### src/rtl/stage_1_multi.sv
// Stage-one collector: launches NUM_CH part instances with one start pulse,
// captures each channel's half/square/CORDIC results in whatever order they
// finish (first done pulse wins) and offers the joined set downstream.
//
// Downstream handshake: out_valid rises when every channel of the latched
// mask has been captured (or the run times out) and then holds, together
// with out_*, captured and timeout, until a clock-enabled edge sees
// out_valid & out_ready; that edge drops out_valid and pulses done once.
module stage_1_multi #(
   parameter int FLT_DATA_WIDTH    = 32,
   parameter int CORDIC_DATA_WIDTH = 22,
   parameter int NUM_CH            = 4,
   parameter int TIMEOUT_CYCLES    = 255,
   parameter int TMO_W             = 8
) (
   input  logic                                clk,
   input  logic                                rst,
   input  logic                                clk_en,
   input  logic                                start,
   input  logic [NUM_CH-1:0]                   ch_mask,
   output logic                                part_start,
   input  logic [NUM_CH-1:0]                   part_done,
   input  logic [NUM_CH-1:0]                   part_working,
   input  logic [NUM_CH*FLT_DATA_WIDTH-1:0]    part_half,
   input  logic [NUM_CH*FLT_DATA_WIDTH-1:0]    part_square,
   input  logic [NUM_CH*CORDIC_DATA_WIDTH-1:0] part_cordic,
   output logic [NUM_CH*FLT_DATA_WIDTH-1:0]    out_half,
   output logic [NUM_CH*FLT_DATA_WIDTH-1:0]    out_square,
   output logic [NUM_CH*CORDIC_DATA_WIDTH-1:0] out_cordic,
   output logic                                out_valid,
   input  logic                                out_ready,
   output logic [NUM_CH-1:0]                   captured,
   output logic                                timeout,
   output logic                                done,
   output logic                                working,
   output logic [1:0]                          dbg_state
);

   localparam int FW = FLT_DATA_WIDTH;
   localparam int CW = CORDIC_DATA_WIDTH;
   localparam logic [TMO_W-1:0] TMO_LAST = TMO_W'(TIMEOUT_CYCLES - 1);

   typedef enum logic [1:0] {
      S_IDLE    = 2'd0,
      S_COLLECT = 2'd1,
      S_HOLD    = 2'd2
   } state_t;

   state_t                         state_q, state_d;
   logic [NUM_CH-1:0]              active_q;
   logic [NUM_CH-1:0]              captured_q;
   logic [TMO_W-1:0]               cnt_q;
   logic                           timeout_q;
   logic                           valid_q;
   logic                           ps_q;
   logic                           done_q;
   logic                           working_q;
   logic [NUM_CH*FW-1:0]           half_q;
   logic [NUM_CH*FW-1:0]           square_q;
   logic [NUM_CH*CW-1:0]           cordic_q;

   logic [NUM_CH-1:0]              cap_now;
   logic [NUM_CH-1:0]              cap_all;
   logic                           launch;
   logic                           complete;
   logic                           tmo_hit;
   logic                           accept;

   // Next-state and per-cycle strobes for the IDLE/COLLECT/HOLD controller.
   always_comb begin
      state_d  = state_q;
      cap_now  = '0;
      cap_all  = captured_q;
      launch   = 1'b0;
      complete = 1'b0;
      tmo_hit  = 1'b0;
      accept   = 1'b0;
      case (state_q)
         S_IDLE: begin
            launch = start && (ch_mask != '0);
            if (launch) state_d = S_COLLECT;
         end
         S_COLLECT: begin
            cap_now  = active_q & part_done & ~captured_q;
            cap_all  = captured_q | cap_now;
            complete = (cap_all == active_q);
            // Completion beats timeout when both land on the same cycle.
            tmo_hit  = !complete && (cnt_q == TMO_LAST);
            if (complete || tmo_hit) state_d = S_HOLD;
         end
         S_HOLD: begin
            accept = out_ready;
            if (accept) state_d = S_IDLE;
         end
         default: state_d = S_IDLE;
      endcase
   end

   // State register; clk_en freezes the whole controller.
   always_ff @(posedge clk or negedge rst) begin
      if (!rst)        state_q <= S_IDLE;
      else if (clk_en) state_q <= state_d;
   end

   // Run control: mask latch, capture flags, timeout counter and pulses.
   always_ff @(posedge clk or negedge rst) begin
      if (!rst) begin
         active_q   <= '0;
         captured_q <= '0;
         cnt_q      <= '0;
         timeout_q  <= 1'b0;
         valid_q    <= 1'b0;
         ps_q       <= 1'b0;
         done_q     <= 1'b0;
         working_q  <= 1'b0;
      end else if (clk_en) begin
         working_q <= (state_q != S_IDLE) || (|part_working);
         ps_q      <= launch;
         done_q    <= accept;
         if (launch) begin
            active_q   <= ch_mask;
            captured_q <= '0;
            cnt_q      <= '0;
            timeout_q  <= 1'b0;
         end
         if (state_q == S_COLLECT) begin
            captured_q <= cap_all;
            cnt_q      <= cnt_q + 1'b1;
            if (complete) begin
               valid_q <= 1'b1;
            end else if (tmo_hit) begin
               valid_q   <= 1'b1;
               timeout_q <= 1'b1;
            end
         end
         if (accept) valid_q <= 1'b0;
      end
   end

   // Result registers: cleared at launch, loaded per channel on first capture.
   always_ff @(posedge clk or negedge rst) begin
      if (!rst) begin
         half_q   <= '0;
         square_q <= '0;
         cordic_q <= '0;
      end else if (clk_en) begin
         if (launch) begin
            half_q   <= '0;
            square_q <= '0;
            cordic_q <= '0;
         end else begin
            for (int i = 0; i < NUM_CH; i++) begin
               if (cap_now[i]) begin
                  half_q[i*FW +: FW]   <= part_half[i*FW +: FW];
                  square_q[i*FW +: FW] <= part_square[i*FW +: FW];
                  cordic_q[i*CW +: CW] <= part_cordic[i*CW +: CW];
               end
            end
         end
      end
   end

   // Pulses are masked by clk_en so a stalled cycle never shows one; the
   // underlying register holds, so a pending part_start is only delayed.
   assign part_start = ps_q & clk_en;
   assign done       = done_q & clk_en;
   assign out_valid  = valid_q;
   assign captured   = captured_q;
   assign timeout    = timeout_q;
   assign working    = working_q;
   assign out_half   = half_q;
   assign out_square = square_q;
   assign out_cordic = cordic_q;
   assign dbg_state  = state_q;

endmodule

### config.mk
export PLATFORM = sky130hd
export DESIGN_NAME = stage_1_multi
export DESIGN_NICKNAME = d
export VERILOG_FILES = /design/src/rtl/stage_1_multi.sv
export SDC_FILE = /design/constraint.sdc
export NUM_CORES = 1
export LEC_CHECK = 0
export BUFFER_PORTS_ARGS = -buffer_cell sky130_fd_sc_hd__buf_2
export CAP_MARGIN = 5
export CORE_AREA = 2 2 278 280
export DETAILED_ROUTE_END_ITERATION = 6
export DIE_AREA = 0 0 280 282
export SYNTH_ARGS = -nofsm -noshare
export SYNTH_HDL_FRONTEND = slang
export SYNTH_SLANG_ARGS = --single-unit
### constraint.sdc
create_clock -name clk -period 3.5 [get_ports clk]
set_input_delay 0.7 -clock clk [delete_from_list [all_inputs] [get_ports clk]]
set_output_delay 0.7 -clock clk [all_outputs]
set_load 0.01 [all_outputs]
**Yosys cells after proc, flatten, opt, wreduce, memory -nomap -nowiden**

Index checks and enable logic that the tools add are counted.

- Register bits: 367
- Output and inout bits: 355
- Logic and storage cells: 95

- Add/subtract/negate cells: 1
- Eq/ne operators: 7
- Mux-type cells: 36
- Bitwise operators: 6
- Reductions and logical operators: 24

Operator list:

| cell | count |
|---|---|
| 2-to-1 mux 128 bit | 2 |
| 2-to-1 mux 32 bit | 8 |
| 2-to-1 mux 22 bit | 4 |
| 2-to-1 mux 88 bit | 1 |
| 2-to-1 mux 8 bit | 2 |
| nonzero test 2 bit | 7 |
| 2-to-1 mux 1 bit | 12 |
| 2-to-1 mux 4 bit | 3 |
| AND reduction 2 bit | 6 |
| adder 8 x 1 -> 8 bit, second input constant | 1 |
| bitwise AND 4 bit | 2 |
| == test 8 bit, second input constant | 1 |
| 2-to-1 mux 2 bit | 3 |
| inequality test 2 bit, second input constant | 3 |
| one-hot mux 2 bit (3 select lines) | 1 |
| == test 4 bit | 1 |
| inverter 4 bit | 1 |
| OR 4 bit | 1 |
| AND reduction 4 bit | 1 |
| nonzero test 4 bit | 1 |
| OR reduction 4 bit | 1 |
| AND reduction 3 bit | 1 |
| nonzero test 3 bit | 1 |
| bitwise AND 1 bit | 2 |
| 6 further kinds | 8 |

**Depth between registers and ports, before layout**

- Depth after elaboration: 11
- Depth in mapped cells: 7
- Mapped depth without buffers: 6

**Least setup slack after synthesis**

Ideal clock, no wire load.

- Path kind: input -> register
- From: input clk_en
- To: register cordic_q[12], in the netlist out_cordic[12]
- Library setup time: 0.121 ns
- Arrival time: 1.880 ns
- Setup slack: 1.499 ns
- Stages on the path: 7
- Buffers on the path: 3
- Path through: buf_2 > nand3b_4 > nor3_4 > nor2_2 > buf_2 > buf_4 > a22o_1

- Longest elaborated chain between the ends: 1

Ends and longest elaborated chain:

| element | line | RTL |
|---|---|---|
| start, declared | 18 | `input logic clk_en,` |
| AND reduction 2 bit (no source line) | -- |  |
| end signal, assigned by index | 156 | `cordic_q[i*CW +: CW] <= part_cordic[i*CW +: CW];` |
| end, declared | 60 | `logic [NUM_CH*CW-1:0] cordic_q;` |

Every way passes these cells.
A chain may end at the register's enable or synchronous reset.

**Final worst setup path**

- From: input ch_mask[1]
- To: register square_q[111], in the netlist out_square[111]

- Longest elaborated chain between the ends: 5

Ends and longest elaborated chain:

| element | line | RTL |
|---|---|---|
| start, declared | 20 | `input logic [NUM_CH-1:0] ch_mask,` |
| nonzero test 4 bit (*) | 80 | `launch = start && (ch_mask != '0);` |
| logical AND 1 bit (*) | 80 |  |
| 2-to-1 mux 1 bit (*) | 78 | `case (state_q)` |
| nonzero test 2 bit (no source line) | -- |  |
| AND reduction 2 bit (no source line) | -- |  |
| end signal, assigned by index | 155 | `square_q[i*FW +: FW] <= part_square[i*FW +: FW];` |
| end, declared | 59 | `logic [NUM_CH*FW-1:0] square_q;` |

Mark *: on every way between the ends. The rest lies on a longest branch, timed or not.

==> impl_results.md <==
* Finish-stage setup viols at 0
* Vias/cell at around 4.3
* Start-to-end type of the worst setup path: in -> reg
* Fill cells at just under 8000
* Number of nets in the final layout at 1964
* All-Layer GR Usage at 11.2%
* Max stage delay on crit path at approximately 920 ps
* Final-report max-slew violation count at 0
* EDFF count, synth at 0
* Number of clock sinks at ~370
* Area of the die at 79000 µm²
* Synthesized cell area at 13200 µm²
* Type of origin of the critical path: input port
* Crit Path Max Fanout at 44
* Library cell used as clock root buffer: clkbuf_16
* Worst relative slew slack at 17.0%
* Vias in the first global route at between 10000 and 15000
* Final sum of negative setup slack at 0 ps
* Die Span X at 280 µm
* Mean cell area of the mapped netlist at around 15 µm²
* Number of H-tree branching levels at 2
* Final antenna diode count at 0
* Switching component of the power at roughly 6.4 mW
* Total number of placement rows at a little over 100
* Number of flip-flops and latches in the synthesized netlist at around 370
* Sequential power share at 41.2%
* Unrepaired setup endpoints after global routing: false
* Count of buffers from port buffering at approximately 720
* Final hold violations at 0
* Instance count of the mapped netlist at 886
* Post-DP Area at ~18000 µm²
* Min-delay worst type: in -> async
* Routed length on met2 at around 24000 µm
* Avg WL per Cell at about 18 µm
* Number of nets produced by synthesis at between 1000 and 1500
* Fin Clk Skew at roughly 24 ps
* Switching part of the total at 34.8%
* Final standard cell area without fillers at about 19000 µm²
* Sequential element share of the synthesized area at 69.5%
* Clock network power share at 24.4%
* Slowest stage cell, crit path: nor2_4
* Transition time of the tightest slew-check pin at 1240 ps
* Iteration-0 DRC count of the detailed router at 680
* Run status: finished clean
* Number of setup buffers added after CTS at 0
* Highest metal layer with signal wires: met4
* Share of Yosys cell area claimed by the top area cell type at a little over two thirds
* Number of antenna violations at the first check in global routing at 2
* Number of iterations in the first detailed-routing pass at 5
* Crit path arrival time at between 2000 and 3000 ps
* Remaining design rule violation count at 0
* Clock tree from TritonCTS: yes
* Total CTS buffers at between 40 and 50
* Final routed wirelength across all metal layers at 48000 µm
* Post-layout min period at around 2500 ps
* Pin count of the biggest net entering global routing at between 90 and 100
* Worst Reg2Reg Path Length in Cells at 5
* Number of top-level design ports at between 700 and 800
* Hold-fix buffers, CTS at 0
* Starting density of the core at between 15 and 20%
* Total number of vias at 11100
* Synth-to-Final Area Change at 47.1%
* Wl on met1 at approximately 19000 µm
* Clock transition at the registers of the reported paths at about 60 ps
* Max rail drop VDD at between 0.0004 and 0.0005 V
* Height of the die at around 280 µm
* Area of all sequential standard cells at 9180 µm²
* Half-perimeter wire length after detailed placement at 35200 µm
* Top FF cell, synth: dfrtp_1
* DR WL met3 at between 3000 and 4000 µm
* Data required time at the worst endpoint at between 3000 and 4000 ps
* Warnings from Yosys at 0
* Global-route wire length before repair at ~70000 µm
* Power per standard cell area at roughly 940 nW/µm²
* Clock latency of the later-clocked register in the worst-skew pair at approximately 550 ps
* Pleak at 10.6 nW
* Cell internal pwr at approximately 12 mW
* Area contributors post-synth: dfrtp_1 (69%), a22o_1 (23%), buf_2 (1.2%)
* # resized after CTS at 0
* Critical-path cell list: buf_2 -> o41ai_2 -> nor3_4 -> nor2_4 -> buf_12 -> a22o_1
* Highest achievable clock rate at around 400 MHz
* Final estimated routing congestion in global placement at 0.842
* Congestion Overflow GR at 0
* Async set-reset flop share out of synthesis at 100%
* Period utilisation layout at ~70%
* Area taken by multi-input logic gates at between 3000 and 4000 µm²
* Number of distinct library cell variants in the gate-level netlist after synthesis at 40
* Floorplan Core Area at roughly 76000 µm²
* Logic gate share of total power at between 30% and 40%
* Total of max-cap violations at 0
* Clock tree buffer depth at 3
* Ratio of cells with drive above 1 in the final layout at slightly above 50%
* Cell type contributing the most total cell area after synthesis: dfrtp_1
* Number of routed nets with antenna violations at 0
* Type of element capturing the critical path: register
==> flip-flops by register name (all words and copies together) (netlist names) <==
register and flops:
out_half 128, out_square 128, out_cordic 88, cnt_q 8, active_q 4, captured 4
dbg_state 2, done_q 1, out_valid 1, ps_q 1, timeout 1, working 1
==> cell usage after synthesis, types with 2 or more instances <==
master,count
dfrtp_1,367
a22o_1,344
buf_2,31
clkbuf_1,29
nor2_1,15
buf_4,14
nand2_1,10
a21oi_1,6
a31oi_1,5
inv_1,5
nor2_2,5
o21ai_0,5
nand3_1,4
nor3_4,4
buf_1,3
mux2_2,3
nand4_1,3
nor2b_1,3
or3_1,3
and2_1,2
ha_1,2
nor4_1,2
o22ai_1,2
xnor2_1,2
xor2_1,2
==> per-layer routing <==
layer,global-route usage (%),vias up
met5,0,-
met4,4.26,0
met3,3.07,74
met2,18.7,561
met1,13.6,5643
li1,-,4843
==> power by group through the flow <==
stage / clock [mW] / combinational, mW / sequential (mW)
finish: 4.47 / 6.32 / 7.55
global route: 4.79 / 6.79 / 7.76
CTS: 4.62 / 6.41 / 7.52
detailed placement: 0 / 6.40 / 7.51
global placement: 0 / 6.24 / 7.53
floorplan: 0 / 2.31 / 8.25
==> critical path, delay by kind of cell <==
family          cells  cell delay (ps)
compound gates      2              730
simple gates        2             1000
buf+inv             2              420
==> worst paths after layout <==
check	startpoint	slack, ps	end
max	ch_mask[1]	1010	out_square[111]
min	rst	210	out_square[25]
max reg2reg	dbg_state[0]	1100	out_square[111]
min reg2reg	ps_q	470	ps_q
max in group asynchronous	rst	2400	out_square[18]
min in group clk	part_half[55]	370	out_half[55]
==> final cells by class <==
type	instances	area share, %
Clock buffer	59	6.24
Clock inverter	13	0.940
Inverter	5	0.0966
Multi-Input combinational cell	437	18.8
Sequential cell	367	47.2
Tap cell	978	6.30
Timing Repair Buffer	749	20.4
==> metrics by stage <==
stage          setup WS [ps]  power (mW)  instances  hold slack (ps)  util (%)
6_report                1010        18.3       2608              209      25.7
5_1_grt                  952        19.3       2608              236      25.7
4_1_cts                 1090        18.6       2608              210      25.7
3_5_place_dp             500        13.9       2536              463      23.8
3_3_place_gp             575        13.8       2536              466      23.8
2_1_floorplan           1500        10.6        886              404         -
==> cells by family after synthesis <==
kind of cell,count (synthesis),share of synthesized area [%]
AND/OR/NAND/NOR,59,2.75
AO/OA/AOI/OAI,369,24.0
flip-flops,367,69.5
XOR/XNOR,4,0.265
multiplexers,3,0.256
buffers and inverters,82,3.02
adder cells (fa/ha/maj),2,0.189
==> cells in the final DEF (no fill, tap or decap), types with 2 or more instances in the layout <==
cell	synthesis	routed
ha_1	2	2
and2_1	2	2
clkbuf_8	0	12
nand3_1	4	4
nor2b_1	3	3
a31oi_1	5	5
xor2_1	2	2
inv_6	0	2
nor2_1	15	15
nor4_1	2	2
buf_4	14	25
o21ai_0	5	5
buf_12	0	9
xnor2_1	2	2
nor2_4	0	5
a21oi_1	6	6
nand4_1	3	3
buf_2	31	714
mux2_2	3	3
dfrtp_1	367	367
or3_1	3	3
a22o_1	344	344
clkinv_2	0	4
o22ai_1	2	2
nor3_4	4	4
inv_1	5	5
clkbuf_16	0	41
clkinv_4	0	2
bufinv_16	0	4
nand2_1	10	10
clkbuf_1	29	6
No activity file was read; power rests on OpenSTA's default activity.
